**src/rtl/dsp_mac_pkg.sv**
```systemverilog
`default_nettype none
// ============================================================================
// dsp_mac_pkg : shared constants, state encoding and tag type for dsp_mac_seq
// Rev 1.0     : initial release
// ============================================================================
package dsp_mac_pkg;

    // OPMODE codes for the dsp48a1 slice (pre-adder bypassed, add mode)
    localparam logic [7:0] c_opm_first = 8'h01;  // X=M, Z=0
    localparam logic [7:0] c_opm_acc   = 8'h09;  // X=M, Z=P
    localparam logic [7:0] c_opm_hold  = 8'h08;  // X=0, Z=P

    localparam logic [1:0] c_st_idle  = 2'd0;
    localparam logic [1:0] c_st_feed  = 2'd1;
    localparam logic [1:0] c_st_drain = 2'd2;
    localparam logic [1:0] c_st_out   = 2'd3;

    localparam int c_pipe_lat_def = 3;
    localparam int c_opm_dly_def  = 1;

    typedef struct packed {
        logic valid;
        logic first;
    } tag_t;

    function automatic logic [7:0] opm_decode(input tag_t t);
        if (t.first)
            return c_opm_first;
        else if (t.valid)
            return c_opm_acc;
        else
            return c_opm_hold;
    endfunction

endpackage : dsp_mac_pkg
`default_nettype wire

```
**src/rtl/dsp_tag_pipe.sv**
```systemverilog
`default_nettype none
// ============================================================================
// dsp_tag_pipe : PIPE_LAT-deep shift register of operand tags that tracks
//                each pair through the slice; exposes the OPMODE tap stage.
// Rev 1.0      : initial release
// ============================================================================
module dsp_tag_pipe
    import dsp_mac_pkg::*;
#(
    parameter int PIPE_LAT = c_pipe_lat_def,
    parameter int OPM_DLY  = c_opm_dly_def
) (
    input  logic clk,
    input  logic rst_n,
    input  tag_t tag_in,
    output tag_t tag_tap,
    output logic final_valid,
    output logic upstream_valid
);

    // r_stage[i] holds the tag i+1 edges after its operands were registered
    tag_t r_stage [PIPE_LAT];

    always_ff @(posedge clk or negedge rst_n) begin
        if (!rst_n) begin
            for (int i = 0; i < PIPE_LAT; i++)
                r_stage[i] <= '0;
        end else begin
            r_stage[0] <= tag_in;
            for (int i = 1; i < PIPE_LAT; i++)
                r_stage[i] <= r_stage[i-1];
        end
    end

    assign tag_tap     = r_stage[OPM_DLY-1];
    assign final_valid = r_stage[PIPE_LAT-1].valid;

    always_comb begin
        upstream_valid = 1'b0;
        for (int i = 0; i < PIPE_LAT - 1; i++)
            upstream_valid = upstream_valid | r_stage[i].valid;
    end

endmodule : dsp_tag_pipe
`default_nettype wire

```
**src/rtl/dsp_mac_seq.sv**
```systemverilog
`default_nettype none
// ============================================================================
// dsp_mac_seq : feeds LEN operand pairs into a dsp48a1 slice so PM accumulates
//               sum(A*B), then captures PM under a valid/ready handshake.
// Rev 1.0     : initial release
// ============================================================================
module dsp_mac_seq
    import dsp_mac_pkg::*;
#(
    parameter int LEN_W    = 8,
    parameter int PIPE_LAT = c_pipe_lat_def,
    parameter int OPM_DLY  = c_opm_dly_def
) (
    input  logic               clk,
    input  logic               rst_n,
    input  logic               start,
    input  logic [LEN_W-1:0]   len,
    output logic               busy,
    input  logic               in_valid,
    output logic               in_ready,
    input  logic signed [17:0] in_a,
    input  logic signed [17:0] in_b,
    output logic signed [17:0] dsp_a,
    output logic signed [17:0] dsp_b,
    output logic [7:0]         dsp_opmode,
    input  logic signed [47:0] dsp_pm,
    output logic               res_valid,
    input  logic               res_ready,
    output logic signed [47:0] res_data
);

    logic [1:0]         r_state;
    logic [LEN_W-1:0]   r_count;
    logic               r_first;
    logic signed [17:0] r_dsp_a;
    logic signed [17:0] r_dsp_b;
    tag_t               r_in_tag;
    logic               r_res_valid;
    logic signed [47:0] r_res_data;

    logic w_accept;
    tag_t w_push;
    tag_t w_tap;
    logic w_final_valid;
    logic w_upstream_valid;
    logic w_last_out;

    assign w_accept     = (r_state == c_st_feed) && in_valid;
    assign w_push.valid = w_accept;
    assign w_push.first = w_accept && r_first;

    // r_in_tag travels alongside dsp_a/dsp_b; the pipe adds the slice latency
    dsp_tag_pipe #(
        .PIPE_LAT (PIPE_LAT),
        .OPM_DLY  (OPM_DLY)
    ) u_tag_pipe (
        .clk            (clk),
        .rst_n          (rst_n),
        .tag_in         (r_in_tag),
        .tag_tap        (w_tap),
        .final_valid    (w_final_valid),
        .upstream_valid (w_upstream_valid)
    );

    // No pushes happen in DRAIN, so a lone valid tag at the end is the last one
    assign w_last_out = w_final_valid && !w_upstream_valid && !r_in_tag.valid;

    always_ff @(posedge clk or negedge rst_n) begin
        if (!rst_n) begin
            r_state     <= c_st_idle;
            r_count     <= '0;
            r_first     <= 1'b0;
            r_dsp_a     <= '0;
            r_dsp_b     <= '0;
            r_in_tag    <= '0;
            r_res_valid <= 1'b0;
            r_res_data  <= '0;
        end else begin
            r_in_tag <= w_push;
            case (r_state)
                c_st_idle: begin
                    if (start && (len != '0)) begin
                        r_count <= len;
                        r_first <= 1'b1;
                        r_state <= c_st_feed;
                    end
                end
                c_st_feed: begin
                    if (in_valid) begin
                        r_dsp_a <= in_a;
                        r_dsp_b <= in_b;
                        r_first <= 1'b0;
                        r_count <= r_count - LEN_W'(1);
                        if (r_count == LEN_W'(1))
                            r_state <= c_st_drain;
                    end
                end
                c_st_drain: begin
                    if (w_last_out) begin
                        r_res_data  <= dsp_pm;
                        r_res_valid <= 1'b1;
                        r_state     <= c_st_out;
                    end
                end
                c_st_out: begin
                    if (res_ready) begin
                        r_res_valid <= 1'b0;
                        r_state     <= c_st_idle;
                    end
                end
                default: r_state <= c_st_idle;
            endcase
        end
    end

    assign busy       = (r_state != c_st_idle);
    assign in_ready   = (r_state == c_st_feed);
    assign dsp_a      = r_dsp_a;
    assign dsp_b      = r_dsp_b;
    assign dsp_opmode = opm_decode(w_tap);
    assign res_valid  = r_res_valid;
    assign res_data   = r_res_data;

endmodule : dsp_mac_seq
`default_nettype wire
```
**config.mk**
```make
export PLATFORM = sky130hd
export DESIGN_NAME = dsp_mac_seq
export DESIGN_NICKNAME = d
export VERILOG_FILES = /design/src/rtl/dsp_mac_pkg.sv /design/src/rtl/dsp_tag_pipe.sv /design/src/rtl/dsp_mac_seq.sv
export SDC_FILE = /design/constraint.sdc
export NUM_CORES = 1
export LEC_CHECK = 0
export ABC_AREA = 1
export BUFFER_PORTS_ARGS = -buffer_cell sky130_fd_sc_hd__buf_2
export CORE_ASPECT_RATIO = 1.5
export CORE_UTILIZATION = 47
export DETAILED_ROUTE_END_ITERATION = 10
export PLACE_DENSITY = 0.86
export SYNTH_ARGS = -nofsm -noshare
export SYNTH_HDL_FRONTEND = slang
export SYNTH_SLANG_ARGS = --single-unit
```
**constraint.sdc**
```tcl
create_clock -name clk -period 2.2 [get_ports clk]
set_clock_uncertainty 0.1 [all_clocks]
set_input_delay 0.44 -clock clk [delete_from_list [all_inputs] [get_ports clk]]
set_output_delay 0.44 -clock clk [all_outputs]
set_load 0.01 [all_outputs]
```
### Word-level counts from Yosys, hierarchy flattened

Cells that the tools add are included.

* memories: 0
* register bits after elaboration: 102
* output and inout port bits: 95
* word-level logic and storage cells: 58
* memory bits (read-only): 0
* RAM bits: 0
* input bits: 97
* latch bits: 0

* equal/unequal tests: 9
* divide/modulo/power cells: 0
* magnitude comparators: 0
* add/sub/neg operators: 1
* reduce and logical (&&, ||, !) cells: 17
* bitwise operators: 1
* shift-type cells: 0
* $mul: 0
* multiplexer cells: 17

Operator list (number)
* 8-bit 2-to-1 mux: 2
* 8-bit one-hot mux with 2 select lines: 1
* 2-bit 2-to-1 mux: 5
* 8-bit by 1-bit equality test with 1-bit output, second input constant: 1
* 2-bit inequality test, second input constant: 4
* 2-bit one-hot mux with 4 select lines: 1
* 8-bit nonzero test: 1
* 8-bit by 1-bit subtractor with 8-bit output, second input constant: 1
* 3-bit AND reduction: 2
* 2-bit nonzero test: 3
* 1-bit logical AND: 5
* 1-bit 2-to-1 mux: 5
* 5-bit AND reduction: 1
* 2-bit equality test, second input constant: 2
* 4-bit 2-to-1 mux: 1
* 1-bit one-hot mux with 2 select lines: 2
* 2-bit AND reduction: 2
* 2-bit by 1-bit equality test with 1-bit output, second input constant: 1
* 1-bit zero test: 2
* 2-bit zero test: 1
* 2-bit by 1-bit inequality test with 1-bit output, second input constant: 1
* 1-bit bitwise OR: 1

### Longest topological paths before layout

Gate-level depths: netlist of run 1.

* depth in word-level cells: 6
* depth in mapped cells: 9

### Cells and area by module

A second synthesis of run 1 with hierarchy kept.

* cells, all modules: 425
* area total of the unflattened synthesis: 4327.9 um^2

By module, submodules not included
* dsp_mac_seq: area an instance 4201.5 um^2, cells an instance 416, instances 1
* dsp_tag_pipe: area an instance 126.4 um^2, cells an instance 9, instances 1

### Worst setup path after synthesis of run 1

No wires, ideal clock.

* kind: register to register
* start point: reg r_state[0]
* end point: reg r_res_data[35], in the netlist res_data[35]
* required time: 1.975 ns
* stages on the path, launching flop included: 7
* data arrival time: 1.375 ns
* path buffers: 2
* slack: 0.600 ns
* cells stage by stage: dfrtp_1 -> inv_1 -> ha_1 -> nand3_2 -> buf_6 -> buf_6 -> mux2_4

* cells in the longest elaborated chain, start to end: 2

Ends and longest elaborated chain
* start, declared: RTL line dsp_mac_seq.sv:32 `logic [1:0] r_state;`
* start signal, assigned: RTL line dsp_mac_seq.sv:70 `r_state <= c_st_idle;`
* start signal, assigned: RTL line dsp_mac_seq.sv:85 `r_state <= c_st_feed;`
* start signal, assigned: RTL line dsp_mac_seq.sv:95 `r_state <= c_st_drain;`
* 2-bit equality test: RTL line dsp_mac_seq.sv:80 `case (r_state)`
* 2-bit AND reduction (no line)
* end signal, assigned: RTL line dsp_mac_seq.sv:100 `r_res_data <= dsp_pm;`
* end, declared: RTL line dsp_mac_seq.sv:39 `logic signed [47:0] r_res_data;`

No other way between the ends.
A chain may end at the register's enable or synchronous reset.

### Worst setup path in the final report of run 1

* start point: reg r_state[1]
* end point: out in_ready

* cells in the longest elaborated chain, start to end: 1

Ends and longest elaborated chain
* 2-bit by 1-bit equality test with 1-bit output: RTL line dsp_mac_seq.sv:117 `assign in_ready = (r_state == c_st_feed);`
* end, declared: RTL line dsp_mac_seq.sv:20 `output logic in_ready,`

No other way between the ends.

==> results of run 1 <==
cells by family (layout without fill, tap and decap cells):
| kind of cell | count (synthesis) | after routing | share of synthesized area |
|---|---|---|---|
| AO/OA/AOI/OAI | 16 | 16 | 0.0191 |
| adder cells (fa/ha/maj) | 7 | 7 | 0.0206 |
| buffers and inverters | 39 | 225 | 0.0462 |
| flip-flops | 102 | 102 | 0.600 |
| multiplexers | 48 | 48 | 0.135 |
| other | 1 | 6 | 0.000882 |
| AND/OR/NAND/NOR | 192 | 192 | 0.178 |
worst max-delay path by stage:
stage / start / endpoint / slack, ns / cells past startpoint
after floorplan: r_state[0]$_DFFE_PN0P_ / res_data[35]$_DFFE_PN0P_ / 0.60 / 6
after global placement: len[1] / r_count[7]$_DFFE_PN0P_ / 0.37 / 9
after detailed placement: len[1] / r_count[3]$_DFFE_PN0P_ / 0.30 / 9
after CTS: r_state[1]$_DFFE_PN0P_ / in_ready / 0.21 / 4
after global routing: r_state[1]$_DFFE_PN0P_ / r_count[7]$_DFFE_PN0P_ / 0.09 / 9
final: r_state[1]$_DFFE_PN0P_ / in_ready / 0.21 / 4
per-stage QoR:
| step | total power [W] | instances | instance area [sq um] |
|---|---|---|---|
| after CTS | 0.00801 | 706 | 5550 |
| final | 0.00792 | 706 | 5550 |
| after detailed placement | 0.00659 | 691 | 5280 |
| after global routing | 0.00853 | 706 | 5550 |
| after floorplan | 0.00524 | 410 | 4270 |
| after global placement | 0.00639 | 691 | 5280 |
cell type report:
| class | count | area, sq um | share of cell area |
|---|---|---|---|
| sequential | 102 | 2550 | 0.460 |
| multi-input combinational | 269 | 1520 | 0.275 |
| timing repair buffer | 192 | 1010 | 0.182 |
| clock buffer | 10 | 229 | 0.0413 |
| tap | 110 | 138 | 0.0248 |
| inverter | 19 | 71.3 | 0.0129 |
| clock inverter | 4 | 26.3 | 0.00474 |
flip-flops by register name, indices dropped and copies added (netlist names):
register and flops:
r_in_tag 2, r_first 1, u_tag_pipe.tag_tap 2, dsp_b 18, u_tag_pipe.final_valid 1, r_count 8, u_tag_pipe.r_stage 1, r_state 2
dsp_a 18, res_valid 1, res_data 48
cell usage in the layout, fill, tap and decap left out, types with 2 or more instances in the layout:
cell | synthesis | routed
nand3_1 | 8 | 8
mux2_4 | 9 | 9
dfrtp_1 | 102 | 102
clkbuf_16 | 0 | 9
a21oi_1 | 3 | 3
o21ai_0 | 11 | 11
buf_2 | 7 | 184
conb_1 | 1 | 6
inv_2 | 2 | 2
buf_4 | 7 | 5
ha_1 | 7 | 7
buf_12 | 0 | 2
or2_2 | 2 | 2
mux2_2 | 39 | 39
inv_1 | 17 | 17
nand2_1 | 161 | 161
nand4_1 | 3 | 3
nor2_2 | 2 | 2
clkinv_2 | 0 | 2
nor2_1 | 14 | 14
critical path, stage by stage (launching register included):
cell	delay [ns]
dfrtp_1	0.42
inv_1	0.12
ha_1	0.23
buf_4	0.20
buf_2	0.15
report_power, final:
group / switching, W / total, W / leakage (nW) / internal (W)
logic: 0.00178 / 0.00324 / 1.72 / 0.00146
registers: 0.000506 / 0.00329 / 1.24 / 0.00278
clock network: 0.000644 / 0.00140 / 0.124 / 0.000752
total: 0.00293 / 0.00792 / 3.09 / 0.00500
per-layer routing:
metal	vias up	wire [microns]	track usage
li1	1649	-	-
met1	1618	3630	0.235
met2	150	5170	0.386
met3	22	493	0.0340
met4	0	305	0.114
met5	-	0	0
==> flow_metrics.py, run 1 <==
metrics = {
    "status": {
        "status": "finished, final reports clean",
    },
    "synth": {
        "netlist.area_leader.share": 0.600,
        "ys_seq_area_frac": 0.600,
        "ys_ff_latch": 102,
        "netlist_area_sq_um": 4250,
        "synth_warnings": 0,
        "yosysMostFrequentCell": "nand2_1",
        "syn_inst": 405,
        "async_flop_share": 1.00,
        "synth_commonest_cells": "nand2_1, dfrtp_1, mux2_2, inv_1, nor2_1",
        "syn_area_per_cell_sq_um": 10.5,
        "synth_cell_types": 23,
        "synth_edf_count": 0,
        "synth_top_area_cell": "dfrtp_1",
        "ys.flop_type": "dfrtp_1",
        "synth_area_leaders": "dfrtp_1, nand2_1, mux2_2",
    },
    "critical_path": {
        "crit_required_ns": 1.66,
        "path_max_fanout": 11,
        "end_kind": "primary output",
        "cp-start-kind": "flip-flop",
        "r2r_end": "r_count[7]$_DFFE_PN0P_",
        "r2r_start": "r_state[1]$_DFFE_PN0P_",
        "reg2reg_slack_ns": 0.26,
        "crit_type": "reg -> out",
        "rr_worst_depth": 9,
        "critPathArrivalTime_ns": 1.45,
    },
    "job": {
        "maxCapViolCount": 0,
    },
    "detailed_routing": {
        "drc": 0,
        "routedWlPerCell_microns": 13.6,
        "drtIter0Drc": 135,
        "route.vias.total": 3439,
        "firstDrtPassIters": 4,
        "routed_wl_microns": 9600,
        "vias_per_cell": 4.87,
        "ant_nets": 0,
    },
    "timing": {
        "fmax_mhz": 504,
        "setup_slack_ns": 0.214,
        "rsz0062_at_grt": "false",
        "worst_pin_slew_ns": 0.582,
        "setup_viol": 0,
        "final.setup.tns_ns": 0,
        "maxSlewViolCount": 0,
        "slew_headroom": 0.611,
        "fin_crit_sh": 0.903,
        "hold_slack_ns": 0.192,
        "finalHoldViolCount": 0,
        "period_needed_ns": 1.99,
    },
    "worst_hold_path": {
        "holdPathStages": 3,
        "holdPathEnd": "dsp_a[16]$_DFFE_PN0P_",
        "hold_path.class": "in -> reg",
        "worstHoldStart": "in_a[16]",
    },
    "clocking": {
        "cts_resized": 0,
        "root_buffer": "clkbuf_16",
        "cts_tree": "yes",
        "post_cts_buffers": 0,
        "clockBufferDepth": 2,
        "h-tree-depth": 3,
        "worstSkewPairLatency_ns": 0.34,
        "path_clk_slew_ns": 0.06,
        "clock_sinks": 102,
        "cts_buffers": 9,
        "hold_buffers": 1,
    },
    "global_routing": {
        "grt_pass1_wl_microns": 15400,
        "grt_antenna_before_repair": 0,
        "grt_overflow": 0,
        "grt_max_degree": 50,
        "grt_use_total": 0.215,
        "first_global_vias": 3402,
    },
    "layout": {
        "n_antenna_cell": 0,
        "areaGrowthSynthToFinish_pct": 30.4,
        "final_util": 0.629,
        "nFillCells": 739,
        "final_net_count": 697,
        "layout-drive-gt1-share": 0.435,
    },
    "power": {
        "power_density_nw_per_um2": 1430,
        "ir_drop_uv": 689,
        "p_leak_nw": 3.09,
    },
    "die": {
        "fp.dieArea_sq_um": 9440,
        "core_sq_um": 8830,
        "die_h_microns": 119,
        "num_rows": 42,
        "pin_count": 192,
        "dieWidth_microns": 79.7,
        "initial_utilization": 0.482,
    },
    "placed_design": {
        "place.detailed.hpwl_microns": 7330,
        "pre_cts_slack_ns": 0.304,
        "gp_congestion": 0.890,
        "port_buffers": 185,
    },
}
No activity file was read; power rests on OpenSTA's default activity.
==> inputs of run 2 (changes only) <==
--- a/config.mk
+++ b/config.mk
@@ -8,9 +8,9 @@
 export ABC_AREA = 1
 export BUFFER_PORTS_ARGS = -buffer_cell sky130_fd_sc_hd__buf_2
 export CORE_ASPECT_RATIO = 1.5
-export CORE_UTILIZATION = 47
+export CORE_UTILIZATION = 50
 export DETAILED_ROUTE_END_ITERATION = 10
-export PLACE_DENSITY = 0.86
+export PLACE_DENSITY = 0.9
 export SYNTH_ARGS = -nofsm -noshare
 export SYNTH_HDL_FRONTEND = slang
 export SYNTH_SLANG_ARGS = --single-unit
==> constraint.sdc (replaced) <==
create_clock -name clk -period 2.5 [get_ports clk]
set_clock_uncertainty 0.1 [all_clocks]
set_input_delay 0.5 -clock clk [delete_from_list [all_inputs] [get_ports clk]]
set_output_delay 0.5 -clock clk [all_outputs]
set_load 0.01 [all_outputs]
==> run 2 against run 1 <==
Register-to-register slack improved by 0.24 ns; sequential share of layout area fell by 0.57 points; cell count fell by 0.99%; critical path depth rose by 1; sequential power fell by 11%; via count rose by 2.4%; worst hold slack got worse by 0.12 ns; largest power group unchanged; first-iteration DRC count rose by 58%; count of clock-buffer cells in the layout rose by 2.
==> flow_metrics.py, run 2 (same netlist as run 1, synthesis figures left out) <==
metrics = {
    "critical_path": {
        "critical-path-top-delay-family": "buffers and inverters",
        "path_max_fanout": 38,
        "crit_chain": "inv_1 -> ha_1 -> nand3_2 -> buf_12 -> mux2_2",
        "crit_path_start": "r_state[0]$_DFFE_PN0P_",
        "cp-start-kind": "flip-flop",
        "max_stage_delay_ns": 0.42,
        "r2r_start": "r_state[0]$_DFFE_PN0P_",
        "critPathArrivalTime_ns": 2.11,
        "crit_required_ns": 2.61,
        "crit_type": "reg -> reg",
        "timing.critical_path.buf_inv": 2,
        "crit_slowest_cell": "dfrtp_1",
        "end_kind": "flip-flop",
    },
    "timing": {
        "worst_pin_slew_ns": 0.593,
        "slew_headroom": 0.604,
        "finalHoldViolCount": 0,
        "maxSlewViolCount": 0,
        "fmax_mhz": 501,
        "setup_slack_ns": 0.503,
        "final.setup.tns_ns": 0,
        "fin_crit_sh": 0.799,
        "rsz0062_at_grt": "false",
        "setup_viol": 0,
        "period_needed_ns": 2.00,
    },
    "job": {
        "maxCapViolCount": 0,
    },
    "layout": {
        "largest_register_ffs": 48,
        "layout-drive-gt1-share": 0.436,
        "n_antenna_cell": 0,
        "final_net_count": 694,
        "final_cell_mix": "buf_2, nand2_1, dfrtp_1",
        "areaGrowthSynthToFinish_pct": 32.1,
        "final_common_cell": "buf_2",
    },
    "status": {
        "status": "finished, final reports clean",
    },
    "global_routing": {
        "grt_pass1_wl_microns": 15700,
        "grtUsageMet1": 0.251,
        "use_met2": 0.411,
        "grt_use_met3": 0.0587,
        "grt_use_total": 0.231,
        "grt_antenna_before_repair": 0,
        "grt_overflow": 0,
        "first_global_vias": 3445,
        "grt_max_degree": 57,
        "grt.busiest_layer": "met2",
    },
    "clocking": {
        "cts_tree": "yes",
        "path_clk_slew_ns": 0.06,
        "cts_resized": 0,
        "clockBufferDepth": 2,
        "h-tree-depth": 3,
        "clock_sinks": 102,
        "hold_buffers": 0,
        "post_cts_buffers": 0,
        "root_buffer": "clkbuf_16",
        "worstSkewPairLatency_ns": 0.33,
        "cts_buffers": 9,
    },
    "placed_design": {
        "pre_cts_slack_ns": 0.525,
        "port_buffers": 185,
        "gp_congestion": 0.862,
        "place.detailed.hpwl_microns": 7320,
    },
    "power": {
        "intPower_w": 0.00479,
        "p_leak_nw": 3.12,
        "seqPwrFrac": 0.395,
        "combinationalPowerShare": 0.388,
        "ir_drop_uv": 672,
        "swShare": 0.354,
        "total_power_w": 0.00741,
        "p_sw_w": 0.00262,
        "pwr-share-clk": 0.216,
        "power_density_nw_per_um2": 1320,
    },
    "die": {
        "fp.dieArea_sq_um": 8890,
        "num_rows": 40,
        "initial_utilization": 0.525,
        "core_sq_um": 8110,
        "dieWidth_microns": 77.3,
        "pin_count": 192,
        "die_h_microns": 115,
    },
    "detailed_routing": {
        "ant_nets": 0,
        "drtIter0Drc": 213,
        "routedWlPerCell_microns": 14.2,
        "vias_per_cell": 5.04,
        "route.vias.total": 3520,
        "routed_wl_microns": 9900,
        "firstDrtPassIters": 4,
        "drc": 0,
    },
    "worst_hold_path": {
        "hold_path.class": "in -> async",
    },
}
-- run 2: worst paths after layout --
kind                                                    to  slack, ns  cells after the start
min in group clk           u_tag_pipe.tag_tap[0]$_DFF_PN0_       0.25                      0
setup reg to reg                   res_data[5]$_DFFE_PN0P_       0.50                      5
hold reg to reg            u_tag_pipe.tag_tap[0]$_DFF_PN0_       0.25                      0
setup / recovery                   res_data[5]$_DFFE_PN0P_       0.50                      5
hold / removal                       dsp_a[14]$_DFFE_PN0P_       0.07                      1
max in group asynchronous         res_data[43]$_DFFE_PN0P_       1.52                      2
-- run 2: per-layer routing --
layer | vias to the layer above | part of all wire
li1 | 1639 | -
met1 | 1669 | 0.36
met2 | 177 | 0.55
met3 | 35 | 0.056
met4 | 0 | 0.035
met5 | - | 0
-- run 2: metrics by stage --
step | instances | hold slack [ns] | cell area (sq um) | util
final | 699 | 0.0693 | 5620 | 0.693
after detailed placement | 684 | 0.237 | 5260 | 0.649
after global routing | 699 | 0.103 | 5620 | 0.693
after floorplan | 410 | 0.104 | 4270 | -
after global placement | 684 | 0.235 | 5260 | 0.649
after CTS | 699 | 0.0788 | 5620 | 0.693
-- run 2: power by group through the flow --
stage / sequential, W / combinational (W) / clock, W
2_1_floorplan: 0.00319 / 0.00142 / 0
3_3_place_gp: 0.00288 / 0.00273 / 0
3_5_place_dp: 0.00293 / 0.00287 / 0
4_1_cts: 0.00292 / 0.00289 / 0.00164
5_1_grt: 0.00301 / 0.00319 / 0.00171
6_report: 0.00293 / 0.00288 / 0.00160
-- run 2: worst reg2reg max path: stages (launching register included) --
cell,delay (ns)
dfrtp_1,0.42
inv_1,0.12
ha_1,0.23
nand3_2,0.37
buf_12,0.33
mux2_2,0.32
-- run 2: cell type report --
type / instances / area (sq um)
fillers: 607 / 2490
inverters: 19 / 71.3
repair buffers: 189 / 983
multi-input cells: 269 / 1520
clock buffers: 12 / 267
well taps: 105 / 131
clock inverters: 3 / 90.1
flip-flops and latches: 102 / 2550
